[config.mk]
export PLATFORM = sky130hd
export DESIGN_NAME = arrhythmia_frame_loader
export DESIGN_NICKNAME = d
export VERILOG_FILES = /design/src/rtl/arrhythmia_frame_loader.sv
export SDC_FILE = /design/constraint.sdc
export NUM_CORES = 1
export LEC_CHECK = 0
export CORE_UTILIZATION = 48
export CTS_CLUSTER_DIAMETER = 30
export DETAILED_ROUTE_END_ITERATION = 16
export PLACE_DENSITY = 0.79
export SYNTH_ARGS = -nofsm -noshare
export SYNTH_HDL_FRONTEND = slang
export SYNTH_SLANG_ARGS = --single-unit
[constraint.sdc]
create_clock -name clk -period 2.2 [get_ports clk]
set_input_delay 0.22 -clock clk [delete_from_list [all_inputs] [get_ports clk]]
set_output_delay 0.22 -clock clk [all_outputs]
set_load 0.05 [all_outputs]
[src/rtl/arrhythmia_frame_loader.sv]
// ---------------------------------------------------------------------------
// arrhythmia_frame_loader
//
// Collects a frame of NUM_FEAT feature bytes from a valid/ready byte stream
// into slot registers that drive an external combinational classifier. Once
// a well-formed frame is complete, it waits EVAL_LAT cycles for the classifier
// to settle, then captures the class code and offers it downstream on a
// valid/ready result port. Malformed frames are dropped and flagged with a
// one-cycle error pulse.
//
// Ports
//   clk        : sole clock, rising edge
//   rst_n      : asynchronous active-low reset
//   s_valid    : feature byte valid
//   s_data     : feature byte
//   s_last     : final byte of a frame
//   s_ready    : block accepts a byte (LOAD state only)
//   feat_bus   : classifier feature vector, slot k at [k*FEAT_W +: FEAT_W]
//                (slot order X6, X13, X169, X236, X251, X260, X278)
//   cls_in     : classifier class result (combinational from feat_bus)
//   m_valid    : result valid
//   m_class    : captured class code
//   m_ready    : downstream accepts the result
//   frame_err  : one-cycle pulse after a malformed frame is dropped
//   frame_cnt  : saturating count of delivered results
// ---------------------------------------------------------------------------
module arrhythmia_frame_loader #(
  parameter int NUM_FEAT = 7,
  parameter int FEAT_W   = 8,
  parameter int CLS_W    = 5,
  parameter int EVAL_LAT = 1
) (
  input  logic                       clk,
  input  logic                       rst_n,
  input  logic                       s_valid,
  input  logic [FEAT_W-1:0]          s_data,
  input  logic                       s_last,
  output logic                       s_ready,
  output logic [NUM_FEAT*FEAT_W-1:0] feat_bus,
  input  logic [CLS_W-1:0]           cls_in,
  output logic                       m_valid,
  output logic [CLS_W-1:0]           m_class,
  input  logic                       m_ready,
  output logic                       frame_err,
  output logic [15:0]                frame_cnt
);

  localparam int IDX_W  = (NUM_FEAT > 1) ? $clog2(NUM_FEAT) : 1;
  localparam int WAIT_W = 4;
  localparam logic [IDX_W-1:0] LAST_IDX = IDX_W'(NUM_FEAT - 1);

  typedef enum logic [1:0] {
    ST_LOAD = 2'd0,
    ST_EVAL = 2'd1,
    ST_HOLD = 2'd2
  } state_t;

  state_t               state_q, state_d;
  logic [IDX_W-1:0]     idx_q, idx_d;
  logic [WAIT_W-1:0]    wait_q, wait_d;
  logic                 m_valid_q, m_valid_d;
  logic [CLS_W-1:0]     m_class_q, m_class_d;
  logic                 frame_err_q, frame_err_d;
  logic [15:0]          frame_cnt_q, frame_cnt_d;
  logic [FEAT_W-1:0]    slot_q [NUM_FEAT];
  logic [FEAT_W-1:0]    slot_d [NUM_FEAT];
  // Clears in reset and sets on the first edge afterwards, so s_ready stays
  // low while rst_n is held even though the state register sits in LOAD.
  logic                 armed_q;

  logic accept;
  logic at_last_slot;

  assign s_ready      = armed_q && (state_q == ST_LOAD);
  assign accept       = s_valid && s_ready;
  assign at_last_slot = (idx_q == LAST_IDX);

  always_comb begin
    state_d     = state_q;
    idx_d       = idx_q;
    wait_d      = wait_q;
    m_valid_d   = m_valid_q;
    m_class_d   = m_class_q;
    frame_err_d = 1'b0;
    frame_cnt_d = frame_cnt_q;
    slot_d      = slot_q;

    case (state_q)
      ST_LOAD: begin
        if (accept) begin
          // Bytes of a frame that later turns out malformed still land in
          // their slots; only a clean frame ever reaches EVAL.
          slot_d[idx_q] = s_data;
          if (at_last_slot && s_last) begin
            idx_d   = '0;
            wait_d  = WAIT_W'(EVAL_LAT);
            state_d = ST_EVAL;
          end else if (at_last_slot || s_last) begin
            idx_d       = '0;
            frame_err_d = 1'b1;
          end else begin
            idx_d = idx_q + IDX_W'(1);
          end
        end
      end

      ST_EVAL: begin
        // Counter runs down to zero, then cls_in is sampled on the following
        // edge: EVAL_LAT+1 cycles after the last byte was accepted.
        if (wait_q == '0) begin
          m_class_d = cls_in;
          m_valid_d = 1'b1;
          state_d   = ST_HOLD;
        end else begin
          wait_d = wait_q - WAIT_W'(1);
        end
      end

      ST_HOLD: begin
        if (m_valid_q && m_ready) begin
          m_valid_d = 1'b0;
          if (frame_cnt_q != 16'hFFFF) begin
            frame_cnt_d = frame_cnt_q + 16'd1;
          end
          state_d = ST_LOAD;
        end
      end

      default: begin
        state_d = ST_LOAD;
      end
    endcase
  end

  always_ff @(posedge clk or negedge rst_n) begin
    if (!rst_n) begin
      state_q     <= ST_LOAD;
      idx_q       <= '0;
      wait_q      <= '0;
      m_valid_q   <= 1'b0;
      m_class_q   <= '0;
      frame_err_q <= 1'b0;
      frame_cnt_q <= '0;
      armed_q     <= 1'b0;
      for (int k = 0; k < NUM_FEAT; k++) begin
        slot_q[k] <= '0;
      end
    end else begin
      state_q     <= state_d;
      idx_q       <= idx_d;
      wait_q      <= wait_d;
      m_valid_q   <= m_valid_d;
      m_class_q   <= m_class_d;
      frame_err_q <= frame_err_d;
      frame_cnt_q <= frame_cnt_d;
      armed_q     <= 1'b1;
      for (int k = 0; k < NUM_FEAT; k++) begin
        slot_q[k] <= slot_d[k];
      end
    end
  end

  generate
    for (genvar gi = 0; gi < NUM_FEAT; gi++) begin : g_feat_pack
      assign feat_bus[gi*FEAT_W +: FEAT_W] = slot_q[gi];
    end
  endgenerate

  assign m_valid   = m_valid_q;
  assign m_class   = m_class_q;
  assign frame_err = frame_err_q;
  assign frame_cnt = frame_cnt_q;

endmodule

==> metrics.txt, run 1 <==
all-layer global routing usage 20.0%; clock buffer count from CTS 9; die footprint between 8000 and 9000 sq um; 1st-iter DRT viols 77; Slew Viols, Final 0; FP Rows 31; Syn Std Cell Area ~3700 sq um; yosys warns 0; Final #Nets between 400 and 500; CP peak stage delay 0.84 ns; post-synthesis cell type count 40; Max Fclk between 0.4 and 0.5 GHz; via/cell ratio 5.22; Antenna Cells 0; fillers ~530; Worst R2R Path Depth 5; status finished, final reports clean; RSZ-0062 raised after global routing no; Clock Skew 0.00511 ns; Setup WS pre-CTS 0.00993 ns; Overflow after GRT 0; final WL between 7000 and 8000 microns; Crit. End Element primary output; share of the yosys chip area belonging to registers 59.5%; Required @ worst endpoint 1.98 ns; crit path kind reg2out; wire length per cell 15.8 microns; Post-Syn Area per Cell 14.0 sq um; post-route ant nets 0; post-synth top area share 59.5%; Arr. time, crit path roughly 1.8 ns; CP Max Fanout 7; die height ~90 microns; #FFs+latches synth 89; latest clock arrival within the worst-skew pair 0.34 ns; Fin. Hold Viols 0; # DRC 0; post_cts resized 0; setup ws final about 0.14 ns; Syn-to-layout area delta 36.5%; GPL Wtd Cong 0.870; I/O pin count 98; First-pass DRT Iterations 4; Yosys top cell by area dfrtp_1; leakage 2.37 nW; HPWL after DPL 5380 microns; Core Region 7410 sq um; PwrDens 1220 nW/um^2; CTS max path bufs 2; crit start category flip-flop; Port-buffer cells 97; setup bufs post-CTS 0; number of global-route vias before repair 2538; Pwr Total 6.25 mW; largest cells by area after synthesis dfrtp_1 (60%), mux2_2 (16%), xor2_1 (3.5%); Worst-Margin Slew 0.535 ns; setup_tns 0 ns; Max-Cap Viols 0; vias 2522; Max VDD drop roughly 380 uV; H-tree levels 3; initial antenna violation count 0; layout cells sized above 1 24.2%; period utilization between 90% and 100%; Die X between 90 and 100 microns; CTS Sinks 89; worst-path cell chain nor3b_1, clkdlybuf4s50_1; fin crit period roughly 2.1 ns; worst min-delay path class in2async; largest net degree at the start of global routing 52; post-synth net total 292; Syn Inst Count ~270; CTS tree built; clk slew on worst S/H paths 0.09 ns; Starting Density approximately 50%; Rel. slew slack 64.2%; Final Setup Violations 0; Critical Path Slowest Stage Cell clkdlybuf4s50_1; Root Driver clkbuf_8; first-pass GRT wire length ~13000 microns
==> logic make-up (layout without fill, tap and decap cells) <==
kind of cell	Yosys count	after routing	synth area share (%)
other cells	1	1	0.100
simple gates	68	68	11.4
xor+xnor	16	16	3.75
fa+ha+maj	6	6	2.01
buf+inv	16	132	1.94
mux	63	63	19.7
compound gates	9	9	1.54
flops	89	89	59.5
==> metal layers <==
metal	GRT usage, %	part of all wire, %	routed length [microns]
met5	0	0	0
met4	7.80	1.1	83
met3	5.13	5.4	416
met2	31.3	46	3540
met1	26.7	47	3610
==> flip-flops by register name (all words and copies together), names as in the netlist <==
name / count
m_class: 5
state_q: 2
feat_bus: 56
frame_err: 1
armed_q: 1
m_valid: 1
frame_cnt: 16
idx_q: 3
wait_q: 4
==> area by class of cell <==
cell class                      count  area [sq um]  area share [%]
Clock buffer                       10           128            2.50
Clock inverter                      6          91.3            1.79
Inverter                            8          30.0           0.588
Multi-Input combinational cell    163          1440            28.2
Sequential cell                    89          2230            43.6
Tap cell                           99           124            2.43
Timing Repair Buffer              108          1070            20.9
==> what timing repair did <==
| item | 4_1_cts | 5_1_grt |
|---|---|---|
| setup endpoints to repair | 0 | 0 |
| hold buffers | 1 | 0 |
| endpoints found under the hold margin | 38 | 0 |
==> cells in the mapped netlist, drive strengths merged <==
master,count
nand4bb,1
nand3b,1
nor4bb,1
and4,2
nor3,8
mux2i,1
mux2,62
nor4,7
clkbuf,3
a2bb2oi,1
o22ai,1
nor4b,2
ha,6
nor2,6
nand4b,1
nand3,6
and3,1
a32o,1
and2,3
or3,1
o31ai,1
o21ai,5
dfrtp,89
or2,1
nand4,5
xnor2,1
inv,8
nand2,13
nor3b,3
xor2,15
and2b,1
or4,1
nand2b,4
conb,1
buf,5
==> worst max-delay path, delay by kind of cell, from the launching register on <==
family | cells | cell delay (ns)
buf+inv | 1 | 0.84
flops | 1 | 0.44
simple gates | 1 | 0.22
==> cells in the final DEF, fill, tap and decap left out, types with 2 or more instances in the layout <==
cell,Yosys,layout
xor2_1,15,15
nor4_1,5,5
bufinv_16,0,2
nor4b_1,2,2
mux2_4,8,8
o21ai_0,5,5
inv_1,8,8
clkinvlp_4,0,3
nand2b_1,4,4
nor4_4,2,2
nand3_1,6,6
clkbuf_8,0,9
nor3b_1,3,3
nor2_1,6,6
dfrtp_1,89,89
buf_4,0,10
nand2_1,12,12
and2_1,3,3
nand4_1,5,5
ha_1,6,6
and4_1,2,2
clkdlybuf4s50_1,0,96
mux2_2,54,54
nor3_1,7,7
==> path summary, 6_finish.rpt <==
path / to / slack [ns] / start
worst min-delay path: feat_bus[28] / 0.38 / rst_n
max in group asynchronous: feat_bus[38] / 1.18 / rst_n
worst max register to register: feat_bus[44] / 0.21 / state_q[1]
min in group clk: m_class[1] / 0.48 / cls_in[1]
worst max-delay path: s_ready / 0.14 / state_q[1]
worst min register to register: m_class[1] / 0.51 / m_class[1]
==> where the power goes <==
group	internal (mW)	leakage, nW	switching [mW]
Combinational	1.01	1.13	1.72
Sequential	2.05	1.15	0.266
Clock	0.644	0.0991	0.565
==> stage by stage <==
step	area, sq um	util [%]	std cells	hold slack (ns)
2_1_floorplan	3740	-	268	-0.0756
3_3_place_gp	4880	65.9	466	0.221
3_5_place_dp	4880	65.9	466	0.225
4_1_cts	5110	68.9	483	0.384
5_1_grt	5110	68.9	483	0.401
6_report	5110	68.9	483	0.378
Note: power is estimated with default switching activity, not from simulation.
==> run 2, diff against run 1 <==
CAP_MARGIN = 15   (was unset)
CTS_CLUSTER_DIAMETER = unset   (was 30)
==> results of run 2 <==
No change in the layout: final DEF, timing and power equal those of run 1.
